[src/rtl/dh_cipher_core_if.sv]
// Operand/result handshake bundle for the DH cipher stage: in_valid/in_ready carry operands in,
// out_valid/out_ready carry the result out. The master side is upstream, the slave side is the core.
interface dh_cipher_core_if #(
    parameter int DW = 64,
    parameter int PW = 32
);
  logic          in_valid;
  logic          in_ready;
  logic          mode;
  logic [DW-1:0] exp;
  logic [PW-1:0] p;
  logic [DW-1:0] r1;
  logic [DW-1:0] r2;
  logic [DW-1:0] c1;
  logic          out_valid;
  logic          out_ready;
  logic [DW-1:0] c2;
  logic [DW-1:0] key;
  logic          match;
  logic          err_div0;

  modport master (
    output in_valid, mode, exp, p, r1, r2, c1, out_ready,
    input  in_ready, out_valid, c2, key, match, err_div0
  );

  modport slave (
    input  in_valid, mode, exp, p, r1, r2, c1, out_ready,
    output in_ready, out_valid, c2, key, match, err_div0
  );
endinterface

[src/rtl/dh_cipher_core.sv]
// DH cipher stage: key = exp mod p by bit-serial restoring reduction, optional verify, c2 = key^r1.
// Latency accept->out_valid is DW+1 cycles (1 cycle when p==0); the result is held until out_ready.
module dh_cipher_core #(
    parameter  int DW = 64,
    parameter  int PW = 32,
    localparam int CW = $clog2(DW)
) (
    input logic             clk,
    input logic             rst,
    dh_cipher_core_if.slave bus
);

  typedef enum logic [1:0] {IDLE, REDUCE, CHECK, OUT} state_t;

  state_t        state, state_nxt;
  logic          rdy_en;
  logic          mode_q;
  logic          div0_q;
  logic [DW-1:0] exp_q, r1_q, r2_q, c1_q;
  logic [PW-1:0] p_q;
  logic [PW:0]   rem_q;
  logic [CW-1:0] cnt_q;
  logic [DW-1:0] c2_q, key_q;
  logic          match_q, err_q, out_valid_q;

  logic          accept;
  logic [PW:0]   rem_shift, rem_nxt;
  logic [DW-1:0] key_calc;
  logic          match_calc;

  // in_ready stays low for the first cycle after reset release
  assign bus.in_ready  = (state == IDLE) && rdy_en;
  assign accept        = bus.in_valid && bus.in_ready;
  assign bus.out_valid = out_valid_q;
  assign bus.c2        = c2_q;
  assign bus.key       = key_q;
  assign bus.match     = match_q;
  assign bus.err_div0  = err_q;

  // rem < p always holds after each step, so PW+1 bits never overflow
  assign rem_shift  = {rem_q[PW-1:0], exp_q[cnt_q]};
  assign rem_nxt    = (rem_shift >= {1'b0, p_q}) ? rem_shift - {1'b0, p_q} : rem_shift;
  assign key_calc   = DW'(rem_q[PW-1:0]);
  assign match_calc = ((key_calc ^ c1_q) == r2_q);

  always_ff @(posedge clk or negedge rst) begin
    if (!rst) state <= IDLE;
    else      state <= state_nxt;
  end

  always_comb begin
    state_nxt = state;
    case (state)
      IDLE:    if (accept) state_nxt = (bus.p == '0) ? CHECK : REDUCE;
      REDUCE:  if (cnt_q == '0) state_nxt = CHECK;
      CHECK:   state_nxt = OUT;
      OUT:     if (bus.out_ready) state_nxt = IDLE;
      default: state_nxt = IDLE;
    endcase
  end

  always_ff @(posedge clk or negedge rst) begin
    if (!rst) begin
      rdy_en      <= 1'b0;
      mode_q      <= 1'b0;
      div0_q      <= 1'b0;
      exp_q       <= '0;
      r1_q        <= '0;
      r2_q        <= '0;
      c1_q        <= '0;
      p_q         <= '0;
      rem_q       <= '0;
      cnt_q       <= '0;
      c2_q        <= DW'(4'hF);
      key_q       <= '0;
      match_q     <= 1'b0;
      err_q       <= 1'b0;
      out_valid_q <= 1'b0;
    end else begin
      rdy_en <= 1'b1;
      case (state)
        IDLE: begin
          if (accept) begin
            mode_q <= bus.mode;
            div0_q <= (bus.p == '0);
            exp_q  <= bus.exp;
            r1_q   <= bus.r1;
            r2_q   <= bus.r2;
            c1_q   <= bus.c1;
            p_q    <= bus.p;
            rem_q  <= '0;
            cnt_q  <= CW'(DW - 1);
          end
        end
        REDUCE: begin
          rem_q <= rem_nxt;
          if (cnt_q != '0) cnt_q <= cnt_q - CW'(1);
        end
        CHECK: begin
          out_valid_q <= 1'b1;
          if (div0_q) begin
            err_q   <= 1'b1;
            c2_q    <= '0;
            key_q   <= '0;
            match_q <= 1'b0;
          end else begin
            key_q   <= key_calc;
            match_q <= match_calc;
            // verify mode suppresses the ciphertext when the peer check fails
            c2_q    <= (mode_q && !match_calc) ? '0 : (key_calc ^ r1_q);
          end
        end
        OUT: begin
          if (bus.out_ready) begin
            out_valid_q <= 1'b0;
            c2_q        <= DW'(4'hF);
            err_q       <= 1'b0;
          end
        end
        default: ;
      endcase
    end
  end

endmodule

[src/flat_wrapper.sv]
// flat-port wrapper written by rule: the top's interface ports become plain ports
module dh_cipher_core_flat 
#(
    parameter  int DW = 64,
    parameter  int PW = 32,
    localparam int CW = $clog2(DW)
)
  (clk, rst, bus_in_valid, bus_mode, bus_exp, bus_p, bus_r1, bus_r2, bus_c1, bus_out_ready, bus_in_ready, bus_out_valid, bus_c2, bus_key, bus_match, bus_err_div0);
  dh_cipher_core_if #(.DW(DW), .PW(PW)) bus_i ();
  input logic clk;
  input logic rst;
  input wire logic [$bits(bus_i.in_valid)-1:0] bus_in_valid;
  input wire logic [$bits(bus_i.mode)-1:0] bus_mode;
  input wire logic [$bits(bus_i.exp)-1:0] bus_exp;
  input wire logic [$bits(bus_i.p)-1:0] bus_p;
  input wire logic [$bits(bus_i.r1)-1:0] bus_r1;
  input wire logic [$bits(bus_i.r2)-1:0] bus_r2;
  input wire logic [$bits(bus_i.c1)-1:0] bus_c1;
  input wire logic [$bits(bus_i.out_ready)-1:0] bus_out_ready;
  output wire logic [$bits(bus_i.in_ready)-1:0] bus_in_ready;
  output wire logic [$bits(bus_i.out_valid)-1:0] bus_out_valid;
  output wire logic [$bits(bus_i.c2)-1:0] bus_c2;
  output wire logic [$bits(bus_i.key)-1:0] bus_key;
  output wire logic [$bits(bus_i.match)-1:0] bus_match;
  output wire logic [$bits(bus_i.err_div0)-1:0] bus_err_div0;
  assign bus_i.in_valid = bus_in_valid;
  assign bus_i.mode = bus_mode;
  assign bus_i.exp = bus_exp;
  assign bus_i.p = bus_p;
  assign bus_i.r1 = bus_r1;
  assign bus_i.r2 = bus_r2;
  assign bus_i.c1 = bus_c1;
  assign bus_i.out_ready = bus_out_ready;
  assign bus_in_ready = bus_i.in_ready;
  assign bus_out_valid = bus_i.out_valid;
  assign bus_c2 = bus_i.c2;
  assign bus_key = bus_i.key;
  assign bus_match = bus_i.match;
  assign bus_err_div0 = bus_i.err_div0;
  dh_cipher_core #(.DW(DW), .PW(PW)) u_core (.clk(clk), .rst(rst), .bus(bus_i));
endmodule
[config.mk]
export PLATFORM = sky130hd
export DESIGN_NAME = dh_cipher_core_flat
export DESIGN_NICKNAME = d
export VERILOG_FILES = /design/src/rtl/dh_cipher_core_if.sv /design/src/rtl/dh_cipher_core.sv /design/src/flat_wrapper.sv
export SDC_FILE = /design/constraint.sdc
export NUM_CORES = 1
export LEC_CHECK = 0
export ABC_AREA = 1
export BUFFER_PORTS_ARGS = -buffer_cell sky130_fd_sc_hd__buf_2
export CELL_PAD_IN_SITES_DETAIL_PLACEMENT = 0
export CELL_PAD_IN_SITES_GLOBAL_PLACEMENT = 2
export CORE_ASPECT_RATIO = 1.4
export CORE_MARGIN = 2
export CORE_UTILIZATION = 34
export CTS_BUF_LIST = sky130_fd_sc_hd__clkbuf_8 sky130_fd_sc_hd__clkbuf_16
export CTS_CLUSTER_SIZE = 30
export DETAILED_ROUTE_END_ITERATION = 16
export GPL_ROUTABILITY_DRIVEN = 0
export PLACE_DENSITY_LB_ADDON = 0.1
export SYNTH_ARGS = -nofsm -noshare
export SYNTH_HDL_FRONTEND = slang
export SYNTH_SLANG_ARGS = --single-unit
[constraint.sdc]
create_clock -name clk -period 5.4 [get_ports clk]
set_input_delay 0.81 -clock clk [delete_from_list [all_inputs] [get_ports clk]]
set_output_delay 0.81 -clock clk [all_outputs]
set_load 0.03 [all_outputs]
==> results of run 1 <==
critical path: cells and delay by family, from the launching register on:
kind	cells	cell delay, ns
AOI/OAI and AO/OA	2	0.59
adders and majority gates	2	0.62
DFF	1	0.85
buffers and inverters	2	0.59
and+or+nand+nor	15	1.70
cell usage in the layout, fill, tap and decap left out, types with 11 or more instances in the layout:
cell type / synthesis / routed
clkinv_2: 0 / 12
nor2_2: 15 / 16
nand3_2: 12 / 12
o21ai_0: 192 / 191
clkbuf_16: 0 / 47
inv_1: 262 / 267
a21oi_1: 47 / 46
buf_2: 7 / 391
ha_1: 39 / 39
xnor2_1: 16 / 16
nand3_1: 157 / 157
dfrtp_1: 426 / 426
conb_1: 2 / 33
nand4_1: 14 / 14
clkbuf_8: 0 / 11
xor2_1: 57 / 57
o22ai_2: 11 / 11
nand2_1: 1274 / 1273
diode_2: 0 / 11
nor2_1: 137 / 135
o211ai_1: 11 / 11
final timing paths:
kind                                                     from                       endpoint  slack, ns  cells past startpoint
worst min-delay path                                      rst  u_core.bus.c2[14]$_DFFE_PN0P_       0.30                      1
max in group asynchronous                                 rst    u_core.r1_q[26]$_DFFE_PN0P_       3.80                      2
min in group clk                                  bus_exp[60]   u_core.exp_q[60]$_DFFE_PN0P_       0.41                      3
worst max register to register    u_core.cnt_q[1]$_DFFE_PN0P_   u_core.rem_q[22]$_DFFE_PN0P_       0.94                     21
worst min register to register  u_core.bus.c2[17]$_DFFE_PN0P_  u_core.bus.c2[17]$_DFFE_PN0P_       0.47                      2
worst max-delay path              u_core.cnt_q[1]$_DFFE_PN0P_   u_core.rem_q[22]$_DFFE_PN0P_       0.94                     21
sequential cells by signal (all words and copies together), names as in the netlist, 2 cells and up:
name	count
u_core.state	2
u_core.r1_q	64
u_core.p_q	32
u_core.cnt_q	6
u_core.c1_q	64
u_core.bus.key	32
u_core.r2_q	64
u_core.bus.c2	64
u_core.exp_q	64
u_core.rem_q	32
cell type report:
type / instances / area, sq um / area share (%)
clock buffers: 58 / 1330 / 5.11
well taps: 832 / 1040 / 4.01
inverters: 271 / 1020 / 3.95
flip-flops and latches: 430 / 10800 / 41.4
diodes: 11 / 27.5 / 0.106
repair buffers: 407 / 2150 / 8.27
clock inverters: 26 / 214 / 0.824
multi-input cells: 2062 / 9430 / 36.3
stage by stage:
| step | setup WS [ns] | hold WS (ns) |
|---|---|---|
| finish | 0.935 | 0.304 |
| global route | 0.349 | 0.360 |
| CTS | 0.878 | 0.341 |
| detailed placement | 0.919 | 0.461 |
| global placement | 1.06 | 0.460 |
| floorplan | 2.35 | 0.444 |
cells by family after synthesis:
kind of cell,Yosys count,share of synthesized area [%]
adders and majority gates,40,2.33
AOI/OAI and AO/OA,289,7.44
and+or+nand+nor,1627,29.8
DFF,430,49.3
other,2,0.0344
xor gates and xnor gates,73,2.93
buffers and inverters,415,8.13
report_power, final:
part	internal, uW	switching (uW)
Combinational	2690	5420
Sequential	4640	1030
Clock	1880	1380
per-layer routing:
layer / global-route usage (%) / share of wire, % / vias up
li1: - / - / 9559
met1: 25.0 / 40 / 8978
met2: 39.1 / 52 / 429
met3: 4.18 / 5.3 / 139
met4: 7.77 / 3.4 / 24
met5: 0 / 0.20 / -
==> impl_metrics.yaml, run 1 <==
outcome:
  status: "finished, final reports clean"
routing:
  drt-initial-drc-count: 1327
  routedWlPerCell_um: 17.4
  vias_per_cell: 4.67
  wl_um: 71100
  drc: 0
  ant_nets: 0
  drt-pass1-iter-count: 5
  vias: 19100
die:
  io_pins: 425
  die_w_um: 218
  fp-row-count: 109
  start_util_pct: 34.5
  dieArea_sq_um: 66300
  core_area_sq_um: 63300
  dieHeight_um: 304
worst_setup_path:
  cp_slowest_cell: "dfrtp_1"
  cp.required_ns: 5.87
  cp-end-kind: "register"
  crit_path_frequent_cell: "nand2_1"
  cp-start-kind: "register"
  worstPathMaxFanout: 26
  cpPeakStageDelay_ns: 0.85
  critical_path_class: "register to register"
  path_cells: "clkinv_1, nor2_1, o21ai_0, nand3_1, nand3_1, nand3_1, nand3_1, nand2_1, inv_1, ha_1, fa_1, o21ai_0, nand2_1, nand2_1, nand2_1, nand2_1, nand2_1, nand3_1, nand3_2, nand3_1, nand2_1"
  cp.arrival_ns: 4.94
finish:
  final_util_pct: 41.0
  syn_to_final_growth_pct: 19.0
  layout.nets: 3552
  fin_area_sq_um: 26000
  stdcell_count: 4097
  final_layout_size_suffix_gt1_share_pct: 16.9
  fillCellCount: 6811
global_routing:
  first_global_vias: 19700
  antenna_found_initial: 25
  grt.overflow.total: 0
  grt_start_max_net_pins: 231
  grtUsageTotal_pct: 21.6
  grt_pass1_wl_um: 112000
place:
  hpwl_um: 51700
  placedCellCount: 4002
  place_area_sq_um: 24400
  io_buffers: 392
yosys:
  ys_top_cells_by_count: "1274 x nand2_1, 426 x dfrtp_1, 262 x inv_1, 192 x o21ai_0, 157 x nand3_1"
  synth_most_common_cell: "nand2_1"
  seq_area_frac_synth_pct: 49.3
  yosysTopAreaCell: "dfrtp_1"
  synth_top_area_share_pct: 48.9
  avgSynthCellArea_sq_um: 7.59
  synthFlopType: "dfrtp_1"
  yosysWarnings: 0
  synth-seq-cells: 430
  async_flop_share_pct: 100
  synth_edf_count: 0
  synthCells: 2876
  yosysUniqueCellTypes: 45
  syn_area_sq_um: 21800
  ys_top_cells_by_area: "dfrtp_1 49%, nand2_1 22%, inv_1 4.5%"
power:
  p_total_uw: 17000
  vdd_ir_drop_max_uv: 263
  power_density_nw_per_um2: 656
  cellLeakagePower_uw: 0.0143
timing:
  fmax_mhz: 224
  hold_violations: 0
  tightest_slew_ns: 0.942
  rsz0062_at_grt: "no"
  setup_tns_ns: 0
  finalMaxSlewViolations: 0
  slew_headroom_pct: 37.2
  fin_crit_sh_pct: 82.7
  fin_skew_ns: 0.0209
  finalSetupViolations: 0
  finalCriticalPeriod_ns: 4.46
worst_hold_path:
  min_path_type: "input pin to async pin"
clock_tree:
  cts_sinks: 430
  cts_resized: 0
  cts_buffers: 47
  clock_path_buffers: 3
  clk_latency_ns: 0.59
  cts-root-buf: "clkbuf_16"
  cts_setup_buffers: 0
  clkTransAtPathRegs_ns: 0.06
  postCtsHoldBufs: 0
  h-tree-depth: 2
  cts_tree: "built"
run:
  cap_violations: 0
Power figures use the tool's default switching activity.
==> run 2: changes to the inputs <==
- CORE_UTILIZATION: 34 -> 32
- clock period: 5.4 -> 4.2 ns (I/O delays scaled with it)
==> impl_metrics.yaml, run 2 (synthesis results as in run 1) <==
global_routing:
  grt_start_max_net_pins: 215
  first_global_vias: 20000
  grtUsageTotal_pct: 21.1
  antenna_found_initial: 19
  grt.overflow.total: 0
  grt_pass1_wl_um: 116000
routing:
  vias_per_cell: 4.62
  routedWlPerCell_um: 17.9
  wl_um: 73900
  drt-initial-drc-count: 1048
  drc: 0
  drt-pass1-iter-count: 6
  vias: 19100
  ant_nets: 0
die:
  dieHeight_um: 313
  dieArea_sq_um: 70300
  start_util_pct: 32.2
  core_area_sq_um: 67700
  fp-row-count: 113
  io_pins: 425
  die_w_um: 225
place:
  hpwl_um: 53900
  io_buffers: 392
  post-place-ws_ns: 0.317
timing:
  finalSetupViolations: 0
  setup_tns_ns: 0
  slew_headroom_pct: 28.3
  fin_crit_sh_pct: 88.5
  tightest_slew_ns: 1.08
  rsz0062_at_grt: "no"
  fmax_mhz: 269
  fin_skew_ns: 0.0314
  hold_violations: 0
  hold_ws_ns: 0.0711
  setup_ws_ns: 0.481
  finalCriticalPeriod_ns: 3.72
  finalMaxSlewViolations: 0
power:
  power_density_nw_per_um2: 851
  vdd_ir_drop_max_uv: 318
  cellLeakagePower_uw: 0.0144
clock_tree:
  postCtsHoldBufs: 0
  h-tree-depth: 2
  cts_sinks: 430
  cts_buffers: 48
  clock_path_buffers: 3
  cts_resized: 0
  cts_setup_buffers: 0
  cts_tree: "built"
  clkTransAtPathRegs_ns: 0.07
  clk_latency_ns: 0.60
  cts-root-buf: "clkbuf_16"
worst_setup_path:
  worstPathMaxFanout: 27
  cp.arrival_ns: 4.20
  cp-start-kind: "register"
  cp-end-kind: "register"
  cp.required_ns: 4.68
  critical_path_class: "register to register"
finish:
  fillCellCount: 7317
  ff_latch_area_sq_um: 10800
  multi_input_area_sq_um: 9430
  final_common_cell: "nand2_1"
  mostFrequentLayoutCells: "1273 x nand2_1, 426 x dfrtp_1, 391 x buf_2"
  final_layout_size_suffix_gt1_share_pct: 17.1
  syn_to_final_growth_pct: 19.8
  layout.nets: 3560
outcome:
  status: "finished, final reports clean"
run:
  cap_violations: 0
worst_hold_path:
  min_path_type: "input pin to async pin"
-- run 2: cell count changes in the layout (fill, tap and decap cells not counted), moves of 3 or more --
cell and delta:
diode_2 -9, inv_1 +5, buf_4 +4, buf_12 +3, clkbuf_16 +3, clkbuf_8 -3
-- run 2: critical path, cell delays in order, from the launching register on --
cell and delay, ns:
dfrtp_1 0.48, buf_4 0.31, nor2_1 0.09, nor2_1 0.10, o21ai_0 0.09, o211ai_1 0.09, nand3_1 0.11, nand2_1 0.12
nand3_1 0.18, nand2_1 0.12, inv_1 0.06, ha_1 0.18, fa_1 0.43, o21ai_1 0.34, nand2_1 0.09, nand2_1 0.11
nand2_1 0.06, nand2_1 0.22, nand2_1 0.11, nand3_1 0.10, nand3_2 0.08, nand3_1 0.07, nand2_1 0.05
-- run 2: cell type report --
class / instances / area share, %
multi-input combinational: 2062 / 36.1
timing repair buffer: 414 / 8.56
clock buffer: 58 / 5.21
sequential: 430 / 41.2
clock inverter: 31 / 0.914
antenna: 2 / 0.0191
inverter: 271 / 3.93
tap: 862 / 4.13
-- run 2: worst paths after layout --
path / from / endpoint / slack, ns / cells after the start
min: rst / u_core.r2_q[14]$_DFFE_PN0P_ / 0.07 / 1
min reg2reg: u_core.exp_q[56]$_DFFE_PN0P_ / u_core.exp_q[56]$_DFFE_PN0P_ / 0.47 / 2
max in group asynchronous: rst / u_core.c1_q[42]$_DFFE_PN0P_ / 3.09 / 2
max: u_core.cnt_q[0]$_DFFE_PN0P_ / u_core.rem_q[22]$_DFFE_PN0P_ / 0.48 / 22
max reg2reg: u_core.cnt_q[0]$_DFFE_PN0P_ / u_core.rem_q[22]$_DFFE_PN0P_ / 0.48 / 22
min in group clk: bus_exp[60] / u_core.exp_q[60]$_DFFE_PN0P_ / 0.23 / 3
-- run 2: layer usage --
| metal | share of wire, % | GRT usage [%] | vias up |
|---|---|---|---|
| li1 | - | - | 9566 |
| met4 | 2.3 | 5.13 | 30 |
| met1 | 40 | 24.5 | 8981 |
| met3 | 5.2 | 4.43 | 113 |
| met2 | 52 | 39.2 | 393 |
| met5 | 0.24 | 0 | - |
-- run 2: metrics by stage --
stage          utilization, %  instance area, sq um  power, uW  cells
2_1_floorplan               -                 21900      14800   2907
3_3_place_gp             36.2                 24500      18000   4039
3_5_place_dp             36.2                 24500      18100   4039
4_1_cts                  38.6                 26100      22600   4128
5_1_grt                  38.6                 26100      24300   4130
6_report                 38.6                 26100      22300   4130
-- run 2: power breakdown --
part	switching, uW	internal [uW]	total [uW]
Clock	1850	2490	4340
Sequential	1360	5970	7330
Combinational	7060	3530	10600
==> run 3: changes to the inputs <==
- BUFFER_PORTS_ARGS: -buffer_cell sky130_fd_sc_hd__buf_2 -> -buffer_cell sky130_fd_sc_hd__buf_4
==> impl_metrics.yaml, run 3 (synthesis results as in run 1) <==
power:
  power.share.clock_pct: 19.1
  internal_power_uw: 12200
  cellLeakagePower_uw: 0.0147
  p_switching_uw: 10200
  p_sw_share_pct: 45.6
  vdd_ir_drop_max_uv: 416
  power_density_nw_per_um2: 826
  combinationalPowerShare_pct: 48.2
  p_seq_share_pct: 32.8
clock_tree:
  cts_tree: "built"
  cts-root-buf: "clkbuf_16"
  postCtsHoldBufs: 0
  cts_sinks: 430
  clock_path_buffers: 3
  clkTransAtPathRegs_ns: 0.06
  cts_buffers: 48
  h-tree-depth: 2
  clk_latency_ns: 0.60
worst_setup_path:
  cp-start-kind: "register"
  cpPeakStageDelay_ns: 0.43
  r2r_setup_slack_ns: 0.54
  cp.required_ns: 4.68
  cp.arrival_ns: 4.14
  cp_slowest_cell: "fa_1"
  cp-end-kind: "register"
  path_cells: "inv_2, o21ai_0, o211ai_1, nand3_1, nand3_1, nand3_1, nand2_1, inv_1, ha_1, fa_1, o21ai_1, nand2_1, nand2_1, nand2_1, nand2_1, nand2_1, nand3_1, nand3_2, nand3_1, nand2_1"
  critical_path_class: "register to register"
  worstPathMaxFanout: 37
  crit_path_frequent_cell: "nand2_1"
timing:
  slew_headroom_pct: 26.5
  hold_ws_ns: 0.126
  fin_crit_sh_pct: 87.2
  setup_tns_ns: 0
  finalMaxSlewViolations: 0
  fin_skew_ns: 0.0144
  finalSetupViolations: 0
  finalCriticalPeriod_ns: 3.66
  rsz0062_at_grt: "no"
  tightest_slew_ns: 1.10
  fmax_mhz: 273
  hold_violations: 0
finish:
  syn_to_final_growth_pct: 24.1
  mostFrequentLayoutCells: "1273 x nand2_1, 426 x dfrtp_1, 403 x buf_4"
  final_layout_size_suffix_gt1_share_pct: 16.9
  layout.nets: 3558
  final_common_cell: "nand2_1"
global_routing:
  grt_pass1_wl_um: 114000
  antenna_found_initial: 8
  grtUsageTotal_pct: 20.9
  first_global_vias: 20000
  grt.overflow.total: 0
  met3_usage_pct: 4.17
  grt_start_max_net_pins: 235
  use_met1_pct: 24.3
  use_met2_pct: 38.1
  grt_busiest_layer: "met2"
place:
  hpwl_um: 53700
  io_buffers: 392
die:
  dieArea_sq_um: 70300
  io_pins: 425
  fp-row-count: 113
  die_w_um: 225
  start_util_pct: 32.2
  core_area_sq_um: 67700
  dieHeight_um: 313
outcome:
  status: "finished, final reports clean"
routing:
  wl_um: 73500
  drc: 0
  drt-initial-drc-count: 1115
  drt-pass1-iter-count: 5
  ant_nets: 0
  vias: 19200
  vias_per_cell: 4.65
  routedWlPerCell_um: 17.8
run:
  cap_violations: 0
worst_hold_path:
  min_path_type: "input pin to async pin"
run 3: through the flow:
step	power, uW	worst slack (ns)	area, sq um	cells	util [%]
floorplan	14800	1.15	21900	2907	-
global placement	18200	0.496	25500	4037	37.7
detailed placement	18300	0.385	25500	4037	37.7
CTS	22800	0.373	27100	4124	40.0
global route	24400	0.199	27100	4126	40.0
finish	22400	0.537	27100	4127	40.0
run 3: worst max-delay path, delay by kind of cell, from the launching register on:
kind	cells	cell delay, ns
simple gates	13	1.41
compound gates	3	0.66
fa+ha+maj	2	0.62
buf+inv	2	0.46
flops	1	0.39
run 3: cell type report:
class,instances,area [sq um]
sequential,430,10800
tap,862,1080
clock buffer,60,1390
inverter,271,1020
fill,7135,40600
clock inverter,27,186
antenna,3,7.51
timing repair buffer,412,3200
multi-input combinational,2062,9430
run 3: worst paths after layout:
path                       cells after the start                          from                            to
max in group asynchronous                      2                           rst  u_core.bus.c2[0]$_DFFE_PN1P_
min in group clk                               3                     bus_r1[1]    u_core.r1_q[1]$_DFFE_PN0P_
max reg2reg                                   20   u_core.cnt_q[0]$_DFFE_PN0P_  u_core.rem_q[22]$_DFFE_PN0P_
min reg2reg                                    2  u_core.bus.c2[5]$_DFFE_PN0P_  u_core.bus.c2[5]$_DFFE_PN0P_
max                                           20   u_core.cnt_q[0]$_DFFE_PN0P_  u_core.rem_q[22]$_DFFE_PN0P_
min                                            1                           rst   u_core.r2_q[14]$_DFFE_PN0P_
run 3: timing repair:
item,CTS,global route
setup buffers,0,0
resized for setup,0,1
endpoints found under the hold margin,0,0
setup endpoints to repair,0,1
run 3: routing by layer:
metal	wire length, um	up-vias
met5	80	-
met4	2430	12
met3	3650	117
met2	38100	408
met1	29200	9065
li1	-	9568
run 3: power groups by stage:
stage / Combinational (uW) / Clock, uW / Sequential, uW
2_1_floorplan: 7270 / 0 / 7510
3_3_place_gp: 10800 / 0 / 7370
3_5_place_dp: 10900 / 0 / 7410
4_1_cts: 11000 / 4400 / 7350
5_1_grt: 12300 / 4540 / 7560
6_report: 10800 / 4260 / 7330
